===== src/rtl/div_sequencer.sv =====
// div_sequencer: sits between EX and the 32-cycle iterative divider.
// It accepts DIV/DIVU from EX, drives the divider start/annul/operand
// handshake, stalls IF..EX while a divide runs, cancels in-flight divides
// on flush, and writes remainder/quotient to HI/LO as a one-cycle strobe.
//
// Optional feature: define DIV_RESULT_CACHE_EN to add a one-entry cache of
// the last completed {op, a, b, result}. When a new request matches it,
// the divider is skipped.
//
// Ports
//   clk, rst            clock, async active-low reset
//   ex_div_valid_i      EX holds a DIV/DIVU
//   ex_op_i/a_i/b_i     op control, dividend, divisor
//   flush_i             pipeline flush
//   stall_o             combinational stall of IF..EX
//   hilo_we_o           combinational HI/LO write strobe
//   hi_o, lo_o          registered remainder / quotient
//   div_start_o         registered divider start
//   div_annul_o         registered divider annul
//   div_op_o/a_o/b_o    registered op and operands latched at accept
//   div_result_i        divider result {remainder, quotient}
//   div_ready_i         divider result ready
//
// state | meaning
// IDLE  | waiting for a request from EX
// BUSY  | divider running, pipeline stalled
// DONE  | one cycle, HI/LO written unless flushed
// ABORT | two cycles after a flush so the divider returns to free
module div_sequencer (
  input  logic        clk,
  input  logic        rst,
  input  logic        ex_div_valid_i,
  input  logic [4:0]  ex_op_i,
  input  logic [31:0] ex_a_i,
  input  logic [31:0] ex_b_i,
  input  logic        flush_i,
  output logic        stall_o,
  output logic        hilo_we_o,
  output logic [31:0] hi_o,
  output logic [31:0] lo_o,
  output logic        div_start_o,
  output logic        div_annul_o,
  output logic [4:0]  div_op_o,
  output logic [31:0] div_a_o,
  output logic [31:0] div_b_o,
  input  logic [63:0] div_result_i,
  input  logic        div_ready_i
);

  typedef enum logic [1:0] {
    S_IDLE  = 2'd0,
    S_BUSY  = 2'd1,
    S_DONE  = 2'd2,
    S_ABORT = 2'd3
  } state_t;

  state_t      state_q, state_d;
  logic        abort_cnt_q, abort_cnt_d;
  logic        start_q, start_d;
  logic        annul_q, annul_d;
  logic [4:0]  op_q, op_d;
  logic [31:0] a_q, a_d;
  logic [31:0] b_q, b_d;
  logic [31:0] hi_q, hi_d;
  logic [31:0] lo_q, lo_d;
  logic        accept;

  assign accept = ex_div_valid_i & ~flush_i;

`ifdef DIV_RESULT_CACHE_EN
  logic        cache_vld_q;
  logic [4:0]  cache_op_q;
  logic [31:0] cache_a_q;
  logic [31:0] cache_b_q;
  logic [63:0] cache_res_q;
  logic        cache_hit;
  logic        cache_we;

  assign cache_hit = cache_vld_q && (cache_op_q == ex_op_i) &&
                     (cache_a_q == ex_a_i) && (cache_b_q == ex_b_i);
  // Only completed divides are cached; aborted ones never reach DONE.
  assign cache_we  = (state_q == S_BUSY) && !flush_i && div_ready_i;

  always_ff @(posedge clk or negedge rst) begin
    if (!rst) begin
      cache_vld_q <= 1'b0;
      cache_op_q  <= '0;
      cache_a_q   <= '0;
      cache_b_q   <= '0;
      cache_res_q <= '0;
    end else if (cache_we) begin
      cache_vld_q <= 1'b1;
      cache_op_q  <= op_q;
      cache_a_q   <= a_q;
      cache_b_q   <= b_q;
      cache_res_q <= div_result_i;
    end
  end
`endif

  always_ff @(posedge clk or negedge rst) begin
    if (!rst) begin
      state_q     <= S_IDLE;
      abort_cnt_q <= 1'b0;
      start_q     <= 1'b0;
      annul_q     <= 1'b0;
      op_q        <= '0;
      a_q         <= '0;
      b_q         <= '0;
      hi_q        <= '0;
      lo_q        <= '0;
    end else begin
      state_q     <= state_d;
      abort_cnt_q <= abort_cnt_d;
      start_q     <= start_d;
      annul_q     <= annul_d;
      op_q        <= op_d;
      a_q         <= a_d;
      b_q         <= b_d;
      hi_q        <= hi_d;
      lo_q        <= lo_d;
    end
  end

  always_comb begin
    state_d     = state_q;
    abort_cnt_d = abort_cnt_q;
    start_d     = start_q;
    annul_d     = 1'b0;
    op_d        = op_q;
    a_d         = a_q;
    b_d         = b_q;
    hi_d        = hi_q;
    lo_d        = lo_q;
    case (state_q)
      S_IDLE: begin
        if (accept) begin
          op_d    = ex_op_i;
          a_d     = ex_a_i;
          b_d     = ex_b_i;
          start_d = 1'b1;
          state_d = S_BUSY;
`ifdef DIV_RESULT_CACHE_EN
          if (cache_hit) begin
            hi_d    = cache_res_q[63:32];
            lo_d    = cache_res_q[31:0];
            start_d = 1'b0;
            state_d = S_DONE;
          end
`endif
        end
      end
      S_BUSY: begin
        // Flush wins over a result arriving in the same cycle.
        if (flush_i) begin
          start_d     = 1'b0;
          annul_d     = 1'b1;
          abort_cnt_d = 1'b0;
          state_d     = S_ABORT;
        end else if (div_ready_i) begin
          hi_d    = div_result_i[63:32];
          lo_d    = div_result_i[31:0];
          start_d = 1'b0;
          state_d = S_DONE;
        end
      end
      S_DONE: begin
        start_d = 1'b0;
        state_d = S_IDLE;
      end
      S_ABORT: begin
        start_d = 1'b0;
        if (abort_cnt_q) state_d = S_IDLE;
        else             abort_cnt_d = 1'b1;
      end
      default: state_d = S_IDLE;
    endcase
  end

  always_comb begin
    stall_o   = 1'b0;
    hilo_we_o = 1'b0;
    case (state_q)
      S_IDLE:  stall_o   = accept;
      S_BUSY:  stall_o   = 1'b1;
      S_DONE:  hilo_we_o = ~flush_i;
      S_ABORT: stall_o   = ex_div_valid_i;
      default: stall_o   = 1'b0;
    endcase
  end

  assign hi_o        = hi_q;
  assign lo_o        = lo_q;
  assign div_start_o = start_q;
  assign div_annul_o = annul_q;
  assign div_op_o    = op_q;
  assign div_a_o     = a_q;
  assign div_b_o     = b_q;

endmodule

===== config.mk =====
export PLATFORM = sky130hd
export DESIGN_NAME = div_sequencer
export DESIGN_NICKNAME = d
export VERILOG_FILES = /design/src/rtl/div_sequencer.sv
export SDC_FILE = /design/constraint.sdc
export NUM_CORES = 1
export LEC_CHECK = 0
export CAP_MARGIN = 20
export CORE_AREA = 2 2 114 116
export CTS_BUF_LIST = sky130_fd_sc_hd__clkbuf_8
export DETAILED_ROUTE_END_ITERATION = 16
export DIE_AREA = 0 0 116 118
export PLACE_DENSITY_LB_ADDON = 0.08
export SYNTH_ARGS = -nofsm -noshare
export SYNTH_HDL_FRONTEND = slang
export SYNTH_SLANG_ARGS = --single-unit

===== constraint.sdc =====
create_clock -name clk -period 3.17 [get_ports clk]
set_input_delay 0.634 -clock clk [delete_from_list [all_inputs] [get_ports clk]]
set_output_delay 0.634 -clock clk [all_outputs]
set_load 0.005 [all_outputs]

==> flow_summary.toml <==
[global_route]
grt_pass1_wl_microns = 22000
antenna_found_initial = 0
grt_pass1_vias = 4127
overflow = 0
grtUsageTotal_pct = 21.4
grt_max_degree = 65

[cells_and_area]
drive_gt1_share_pct = 26.2
antenna_cells_inserted = 0
layout_common_cells = "clkdlybuf4s50_1, dfrtp_1, mux2_2"
nFillCells = 922
final_nets = 727
syn_to_final_growth_pct = 58.6
final_common_cell = "clkdlybuf4s50_1"

[clock_tree]
cts_buffer_depth = 2
cts_buffers = 17
cts.sinks = 138
cts-root-buf = "clkbuf_8"
cts_resized = 0
cts_tree = "yes"
hold_buffers = 0
clkTransAtPathRegs_ns = 0.07
postCtsSetupBuffers = 0
clk_latency_ns = 0.43
cts_max_level = 4

[detailed_routing]
drc = 0
drtAntennaViolNets = 0
drt_iter0_drc = 137
wire_per_inst_microns = 18.1
avgViaCountPerCell = 4.72
routed_wl_microns = 13900
drtPass1Iterations = 4
vias = 3641

[synthesis]
ys_ff_latch = 138
syn-cell-area_sq_um = 5480
ys_types = 20
synth_edf_count = 0
synth_top_area_share_pct = 63.1
ys.flop_type = "dfrtp_1"
ys_warn_count = 0
yosys-top-cells-area = "dfrtp_1, mux2_4, mux2_2"
synth_seq_area_share_pct = 63.1
synth-async-reset-ratio_pct = 100
syn_inst = 307
syn_avg_cell_area_sq_um = 17.8
yosys.area.top_type = "dfrtp_1"
syn_nets = 445

[timing]
final.period_utilization_pct = 85.4
whs_ns = 0.126
skew_ns = 0.00748
relSlewSlack_pct = 66.1
drv_slew = 0
fin_crit_ns = 2.71
setup_viol = 0
setup_tns_ns = 0
rsz0062_at_grt = "false"
fmaxAchievable_mhz = 370
tightestPinTransition_ns = 0.509
timing.final.hold_violations = 0

[setup_path]
worstSetupStartpointType = "input port"
endpoint_kind = "primary output"
crit_path_max_fanout = 8
worstPathArrival_ns = 2.07
crit_type = "input port to primary output"
crit_required_ns = 2.54

[die]
rows = 41
chipWidth_microns = 116
die_area_sq_um = 13700
io_pins = 275
core_area_sq_um = 12400
die_h_microns = 118
initial_core_util_pct = 44.1

[power]
swShare_pct = 26.1
p_clk_share_pct = 15.8
comb_power_share_pct = 44.8
p_seq_share_pct = 39.4
power_density_nw_per_um2 = 917
p_leak_uw = 0.00369
vdd_drop_max_mv = 0.454
netSwitchingPower_uw = 2080
p_int_uw = 5890

[min_path]
worst_hold_path_type = "input port to async pin"

[placed_design]
gp_congestion = 0.793
io_buffers = 274
hpwl_microns = 10300

[flow_run]
cap_viol_max_count = 0

[status]
status = "completed"
[flip-flops by register name (all words and copies together) (netlist names)]
signal	flops
div_b_o	32
lo_o	32
abort_cnt_q	1
div_annul_o	1
div_start_o	1
div_a_o	32
state_q	2
div_op_o	5
hi_o	32
[per-layer routing]
metal / track usage [%] / up-vias / routed length [microns]
met5: 0 / - / 0
met4: 9.08 / 0 / 401
met3: 10.1 / 28 / 1360
met2: 35.9 / 169 / 7090
met1: 22.8 / 1808 / 5090
li1: - / 1636 / -
[synthesized netlist by cell type, types with 2 or more instances]
library cell  instances
nor3_1                3
buf_2                 2
mux2_1                8
mux2_2               65
nand2_1               3
mux2_4               60
buf_6                14
dfrtp_1             138
o21ai_0               2
inv_1                 2
[per-stage QoR]
stage / setup slack, ns / util (%) / total power, uW / instance area [sq um] / std cells
detailed placement: 0.470 / 67.2 / 6770 / 8350 / 742
CTS: 0.461 / 70.0 / 8080 / 8680 / 771
global route: 0.375 / 70.0 / 8450 / 8680 / 771
finish: 0.464 / 70.0 / 7970 / 8680 / 771
floorplan: 1.45 / - / 4510 / 5480 / 307
global placement: 0.500 / 67.2 / 6680 / 8350 / 742
[cell families (layout without fill, tap and decap cells)]
kind of cell	count (synthesis)	count (layout)	share of synthesized area, %
and+or+nand+nor	12	12	1.58
muxes	133	133	31.5
AOI/OAI and AO/OA	6	6	0.708
buffers and inverters	18	310	3.20
DFF	138	138	63.1
[power by group through the flow]
stage	sequential, uW	combinational (uW)	clock (uW)
after global routing	3260	3800	1380
after detailed placement	3170	3600	0
after global placement	3110	3570	0
after CTS	3150	3630	1300
final	3140	3570	1260
after floorplan	3180	1330	0
[cell type report]
type / count / area, sq um / share of cell area, %
Clock buffer: 20 / 275 / 3.17
Inverter: 2 / 7.51 / 0.0864
Tap cell: 172 / 215 / 2.48
Clock inverter: 9 / 62.6 / 0.720
Sequential cell: 138 / 3450 / 39.8
Multi-Input combinational cell: 151 / 1850 / 21.3
Timing Repair Buffer: 279 / 2820 / 32.5
[worst max-delay path, stage by stage]
cell	delay, ns
clkdlybuf4s50_1	0.53
nand2b_4	0.21
o21ai_0	0.16
clkdlybuf4s50_1	0.53
[final timing paths]
path                                              from  depth (start not counted)  slack (ns)                     end
worst max-delay path                           flush_i                          4        0.46                 stall_o
worst min-delay path                               rst                          1        0.13    hi_o[21]$_DFFE_PN0P_
worst max register to register  state_q[0]$_DFFE_PN0P_                          3        1.37    lo_o[31]$_DFFE_PN0P_
worst min register to register  div_a_o[6]$_DFFE_PN0P_                          1        0.49  div_a_o[6]$_DFFE_PN0P_
max in group asynchronous                          rst                          2        2.30  div_a_o[7]$_DFFE_PN0P_
min in group clk                div_a_o[6]$_DFFE_PN0P_                          1        0.49  div_a_o[6]$_DFFE_PN0P_
No activity file was read; power rests on OpenSTA's default activity.
